<file path="src/rtl/fib_sequencer_if.sv">
// rtl/fib_sequencer_if.sv - command/status bundle between register block and fib_sequencer
interface fib_sequencer_if #(
    parameter int WIDTH = 30,
    parameter int NW    = 6
);
    logic             start_i;
    logic [NW-1:0]    n_i;
    logic             abort_i;
    logic             irq_ack_i;
    logic             busy_o;
    logic             done_o;
    logic [WIDTH-1:0] result_o;
    logic             overflow_o;
    logic             irq_o;

    modport master (
        output start_i, n_i, abort_i, irq_ack_i,
        input  busy_o, done_o, result_o, overflow_o, irq_o
    );

    modport slave (
        input  start_i, n_i, abort_i, irq_ack_i,
        output busy_o, done_o, result_o, overflow_o, irq_o
    );
endinterface

</file>
<file path="src/rtl/fib_sequencer.sv">
// rtl/fib_sequencer.sv - run controller: clear, step N times, track wrap, latch F(n)
module fib_sequencer #(
    parameter int WIDTH = 30,
    parameter int NW    = 6
) (
    input  logic             wb_clk_i,
    input  logic             wb_rst_i,
    fib_sequencer_if.slave   ctl,
    input  logic [WIDTH-1:0] fib_value_i,
    output logic             fib_clr_o,
    output logic             fib_step_o
);
    typedef enum logic [2:0] {
        S_IDLE,
        S_CLEAR,
        S_STEP,
        S_WAIT,
        S_DONE
    } state_t;

    state_t           state_q, state_d;
    logic [NW-1:0]    cnt_q, cnt_d;
    logic [WIDTH-1:0] prev_q, prev_d;
    logic             ovf_q, ovf_d;
    logic [WIDTH-1:0] result_q, result_d;
    logic             overflow_q, overflow_d;
    logic             irq_q, irq_d;
    logic             wrap;

    // A sum smaller than one of its addends can only come from a wrap.
    assign wrap = (fib_value_i < prev_q);

    always_ff @(posedge wb_clk_i or posedge wb_rst_i) begin
        if (wb_rst_i) begin
            state_q    <= S_IDLE;
            cnt_q      <= '0;
            prev_q     <= '0;
            ovf_q      <= 1'b0;
            result_q   <= '0;
            overflow_q <= 1'b0;
            irq_q      <= 1'b0;
        end else begin
            state_q    <= state_d;
            cnt_q      <= cnt_d;
            prev_q     <= prev_d;
            ovf_q      <= ovf_d;
            result_q   <= result_d;
            overflow_q <= overflow_d;
            irq_q      <= irq_d;
        end
    end

    always_comb begin
        state_d    = state_q;
        cnt_d      = cnt_q;
        prev_d     = prev_q;
        ovf_d      = ovf_q;
        result_d   = result_q;
        overflow_d = overflow_q;
        irq_d      = irq_q;

        case (state_q)
            S_IDLE: begin
                if (ctl.start_i && !ctl.abort_i) begin
                    cnt_d   = ctl.n_i;
                    state_d = S_CLEAR;
                end
            end
            S_CLEAR: begin
                prev_d = '0;
                ovf_d  = 1'b0;
                if (ctl.abort_i) begin
                    state_d = S_IDLE;
                end else if (cnt_q == '0) begin
                    state_d    = S_DONE;
                    result_d   = '0;
                    overflow_d = 1'b0;
                end else begin
                    state_d = S_STEP;
                end
            end
            S_STEP: begin
                state_d = ctl.abort_i ? S_IDLE : S_WAIT;
            end
            S_WAIT: begin
                if (ctl.abort_i) begin
                    state_d = S_IDLE;
                end else begin
                    prev_d = fib_value_i;
                    ovf_d  = ovf_q | wrap;
                    cnt_d  = cnt_q - NW'(1);
                    if (cnt_q == NW'(1)) begin
                        state_d    = S_DONE;
                        result_d   = fib_value_i;
                        overflow_d = ovf_q | wrap;
                    end else begin
                        state_d = S_STEP;
                    end
                end
            end
            S_DONE: begin
                state_d = S_IDLE;
            end
            default: begin
                state_d = S_IDLE;
            end
        endcase

        // Set on DONE entry takes priority over a simultaneous acknowledge.
        if (ctl.irq_ack_i) begin
            irq_d = 1'b0;
        end
        if (state_d == S_DONE && state_q != S_DONE) begin
            irq_d = 1'b1;
        end
    end

    assign fib_clr_o      = (state_q == S_CLEAR);
    assign fib_step_o     = (state_q == S_STEP);
    assign ctl.busy_o     = (state_q != S_IDLE);
    assign ctl.done_o     = (state_q == S_DONE);
    assign ctl.result_o   = result_q;
    assign ctl.overflow_o = overflow_q;
    assign ctl.irq_o      = irq_q;
endmodule

</file>
<file path="src/flat_wrapper.sv">
// flat-port wrapper written by rule: the top's interface ports become plain ports
module fib_sequencer_flat 
#(
    parameter int WIDTH = 30,
    parameter int NW    = 6
)
  (wb_clk_i, wb_rst_i, fib_value_i, fib_clr_o, fib_step_o, ctl_start_i, ctl_n_i, ctl_abort_i, ctl_irq_ack_i, ctl_busy_o, ctl_done_o, ctl_result_o, ctl_overflow_o, ctl_irq_o);
  fib_sequencer_if #(.WIDTH(WIDTH), .NW(NW)) ctl_i ();
  input  logic wb_clk_i;
  input  logic wb_rst_i;
  input  logic [WIDTH-1:0] fib_value_i;
  output logic fib_clr_o;
  output logic fib_step_o;
  input wire logic [$bits(ctl_i.start_i)-1:0] ctl_start_i;
  input wire logic [$bits(ctl_i.n_i)-1:0] ctl_n_i;
  input wire logic [$bits(ctl_i.abort_i)-1:0] ctl_abort_i;
  input wire logic [$bits(ctl_i.irq_ack_i)-1:0] ctl_irq_ack_i;
  output wire logic [$bits(ctl_i.busy_o)-1:0] ctl_busy_o;
  output wire logic [$bits(ctl_i.done_o)-1:0] ctl_done_o;
  output wire logic [$bits(ctl_i.result_o)-1:0] ctl_result_o;
  output wire logic [$bits(ctl_i.overflow_o)-1:0] ctl_overflow_o;
  output wire logic [$bits(ctl_i.irq_o)-1:0] ctl_irq_o;
  assign ctl_i.start_i = ctl_start_i;
  assign ctl_i.n_i = ctl_n_i;
  assign ctl_i.abort_i = ctl_abort_i;
  assign ctl_i.irq_ack_i = ctl_irq_ack_i;
  assign ctl_busy_o = ctl_i.busy_o;
  assign ctl_done_o = ctl_i.done_o;
  assign ctl_result_o = ctl_i.result_o;
  assign ctl_overflow_o = ctl_i.overflow_o;
  assign ctl_irq_o = ctl_i.irq_o;
  fib_sequencer #(.WIDTH(WIDTH), .NW(NW)) u_core (.wb_clk_i(wb_clk_i), .wb_rst_i(wb_rst_i), .ctl(ctl_i), .fib_value_i(fib_value_i), .fib_clr_o(fib_clr_o), .fib_step_o(fib_step_o));
endmodule
</file>
<file path="config.mk">
export PLATFORM = sky130hd
export DESIGN_NAME = fib_sequencer_flat
export DESIGN_NICKNAME = d
export VERILOG_FILES = /design/src/rtl/fib_sequencer_if.sv /design/src/rtl/fib_sequencer.sv /design/src/flat_wrapper.sv
export SDC_FILE = /design/constraint.sdc
export NUM_CORES = 1
export LEC_CHECK = 0
export BUFFER_PORTS_ARGS = -buffer_cell sky130_fd_sc_hd__buf_2
export CAP_MARGIN = 5
export CELL_PAD_IN_SITES_DETAIL_PLACEMENT = 0
export CELL_PAD_IN_SITES_GLOBAL_PLACEMENT = 1
export CORE_MARGIN = 4
export CORE_UTILIZATION = 36
export DETAILED_ROUTE_END_ITERATION = 10
export PLACE_DENSITY = 0.7
export SETUP_SLACK_MARGIN = 0.4
export SYNTH_ARGS = -nofsm -noshare
export SYNTH_HDL_FRONTEND = slang
export SYNTH_SLANG_ARGS = --single-unit
</file>
<file path="constraint.sdc">
create_clock -name wb_clk_i -period 2.4 [get_ports wb_clk_i]
set_input_delay 0.36 -clock wb_clk_i [delete_from_list [all_inputs] [get_ports wb_clk_i]]
set_output_delay 0.36 -clock wb_clk_i [all_outputs]
set_load 0.005 [all_outputs]
</file>
==> impl_metrics.py <==
metrics = {
    "run_status": {
        "status": "finished clean",
    },
    "finish": {
        "layout_common_cells": "nand2_1, buf_2, dfrtp_1",
        "diodes": 0,
        "ff_latch_area_sq_um": 1800,
        "drive_above_1_share": 0.359,
        "fin_nets": 576,
        "fillers": 995,
        "fin_cells": 643,
        "multi_input_area_sq_um": 1920,
        "mostFrequentLayoutCell": "nand2_1",
        "area_delta_synth_final_pct": 34.2,
    },
    "setup_path": {
        "start_kind": "flop",
        "arrival_ns": 2.30,
        "worstSetupPathType": "reg -> reg",
        "max_stage_delay_ns": 0.36,
        "cp.required_ns": 2.60,
        "end_kind": "flop",
        "cp_cell_sequence": "inv_1, ha_1, nand4_1, nor4_4, nand2_2, o41ai_4, o21a_1, o31ai_2",
        "cp_slowest_cell": "nor4_4",
        "cp_max_fo": 2,
    },
    "routing": {
        "drc": 0,
        "antenna_left": 0,
        "vias_per_cell": 4.88,
        "drt-pass1-iter-count": 4,
        "via_count": 3140,
        "drtIter0Drc": 72,
        "detail_route.wirelength_mm": 9.62,
        "wl_per_cell_um": 15.0,
    },
    "timing": {
        "maxSlewHeadroom": 0.665,
        "worst_slew_pin_slew_ns": 0.501,
        "rsz0062_at_grt": "true",
        "setup_slack_ns": 0.301,
        "finalCritPeriodShare": 0.874,
        "fmax_mhz": 477,
        "fin_crit_ns": 2.10,
        "fin_skew_ns": 0.00832,
        "finalHoldViolCount": 0,
        "drv_slew": 0,
        "hold-worst-slack_ns": 0.0919,
        "setup_tns_ns": 0,
        "finalSetupViolCount": 0,
    },
    "synthesis": {
        "ys_ff_latch": 72,
        "synth.distinct_cells": 35,
        "synth-edff-count": 0,
        "synth_fa_ha_area_frac": 0.106,
        "syn-num-nets": 482,
        "ys_warn_count": 0,
        "synth_seq_area_share": 0.479,
        "syn-cell-area_sq_um": 3760,
        "synth_top_area_share": 0.479,
        "synth-simple-area-share": 0.159,
        "avgSynthCellArea_sq_um": 9.19,
        "synth_cells": 409,
        "post-synth-top-area-cell": "dfrtp_1",
        "synth-xor-area-share": 0,
        "synthArstFlopShare": 1.00,
        "yosys-top-cells-area": "dfrtp_1, ha_1, nand2_1, o21ai_2, o21ai_0",
        "ys.flop_type": "dfrtp_1",
        "synth_compound_area_frac": 0.184,
        "synth_top_family_by_area": "compound AO/OA/AOI/OAI gates",
        "synth_mux_area_frac": 0.00266,
    },
    "power": {
        "total_power_w": 0.00328,
        "p_per_area_nw_per_um2": 650,
        "max-vdd-ir-drop_v": 0.000355,
        "leakage_nw": 2.32,
    },
    "floorplan": {
        "die_y_um": 110,
        "initial_core_util": 0.367,
        "rows": 37,
        "core-area_sq_um": 10200,
        "ioPinCount": 77,
        "dieArea_sq_um": 12100,
        "fp.dieW_um": 110,
    },
    "worst_hold_path": {
        "hold_path.class": "in -> async",
    },
    "clock_tree": {
        "cts_sinks": 72,
        "cts-root-buf": "clkbuf_8",
        "cts_hold_buf": 0,
        "clk_latency_ns": 0.34,
        "h-tree-depth": 3,
        "path_clk_slew_ns": 0.08,
        "cts_max_path_buffers": 2,
        "cts_tree": "built",
        "numCtsBuffers": 9,
    },
    "global_routing": {
        "grt_pass1_vias": 3075,
        "grt_start_max_net_pins": 73,
        "grt_pass1_wl_mm": 15.0,
        "grt_overflow": 0,
        "antenna_found_initial": 1,
        "grt.total_usage": 0.160,
    },
    "placement": {
        "dp_worst_setup_slack_ns": 0.0832,
        "post-dp-hpwl_mm": 6.06,
        "dp_cells": 610,
        "port-buffer-count": 76,
        "routabilityCongestion": 0.747,
    },
    "flow_run": {
        "drv_cap": 0,
    },
}
power by group:
group | internal [W] | switching [W]
combinational | 0.000225 | 0.000275
sequential | 0.00127 | 0.0000429
clock | 0.00100 | 0.000464
worst max-delay path: cells and delay by family (launching register included):
family                     cells  cell delay [ns]
and+or+nand+nor                3             0.72
adders and majority gates      1             0.29
AOI/OAI and AO/OA              3             0.55
buffers and inverters          1             0.06
DFF                            1             0.35
cells in the mapped netlist, types with 4 or more instances:
cell type,n
a21oi_1,18
a211oi_1,4
nor2_1,15
nand4_1,4
buf_6,7
nand2_1,103
or3_1,5
ha_1,32
o21ai_1,4
o21ai_2,26
o21ai_0,39
inv_1,35
nor3_1,4
dfrtp_1,72
clkbuf_1,12
cell families (layout without fill, tap and decap cells):
logic type	after synthesis	count (layout)
AND/OR/NAND/NOR	143	143
adder cells (fa/ha/maj)	32	32
AO/OA/AOI/OAI	106	106
buffers and inverters	55	153
multiplexers	1	1
flip-flops	72	72
per-stage QoR:
step	instance area, sq um	util
finish	5040	0.493
global route	5040	0.493
CTS	4710	0.461
detailed placement	4280	0.418
global placement	4280	0.418
floorplan	3760	-
state kept, by name, indices dropped and copies added, names as in the netlist:
signal                 cells
u_core.ctl.overflow_o      1
u_core.prev_q             30
u_core.state_q             3
u_core.ctl.result_o       30
u_core.ctl.irq_o           1
u_core.ovf_q               1
u_core.cnt_q               6
path summary, 6_finish.rpt:
path	startpoint	endpoint	slack (ns)	cells after the start
worst max-delay path	u_core.prev_q[22]$_DFFE_PP0P_	u_core.ctl.overflow_o$_DFFE_PP0P_	0.30	8
worst min register to register	u_core.ctl.result_o[12]$_DFFE_PP0P_	u_core.ctl.result_o[12]$_DFFE_PP0P_	0.47	2
max in group asynchronous	wb_rst_i	u_core.cnt_q[0]$_DFFE_PP0P_	1.92	3
worst max register to register	u_core.prev_q[22]$_DFFE_PP0P_	u_core.ctl.overflow_o$_DFFE_PP0P_	0.30	8
worst min-delay path	wb_rst_i	u_core.ctl.result_o[18]$_DFFE_PP0P_	0.09	3
min in group wb_clk_i	ctl_irq_ack_i	u_core.ctl.irq_o$_DFFE_PP0P_	0.21	2
cell type report:
type                            instances  share of cell area
Inverter                               35              0.0268
Tap cell                              136              0.0337
Sequential cell                        72               0.357
Clock buffer                            9              0.0246
Timing Repair Buffer                  103               0.141
Clock inverter                          6              0.0357
Multi-Input combinational cell        282               0.380
what timing repair did:
item | 4_1_cts | 5_1_grt
cloned | 2 | 3
setup endpoints to repair | 34 | 53
endpoints found under the hold margin | 0 | 0
resized for setup | 13 | 36
setup buffers | 3 | 10
pin swaps | 5 | 24
per-layer routing:
layer / vias up / wire [um] / track usage
li1: 1568 / - / -
met1: 1492 / 4220 / 0.202
met2: 65 / 4830 / 0.274
met3: 13 / 436 / 0.0349
met4: 2 / 116 / 0.0475
met5: - / 12 / 0
Note: power is estimated with default switching activity, not from simulation.
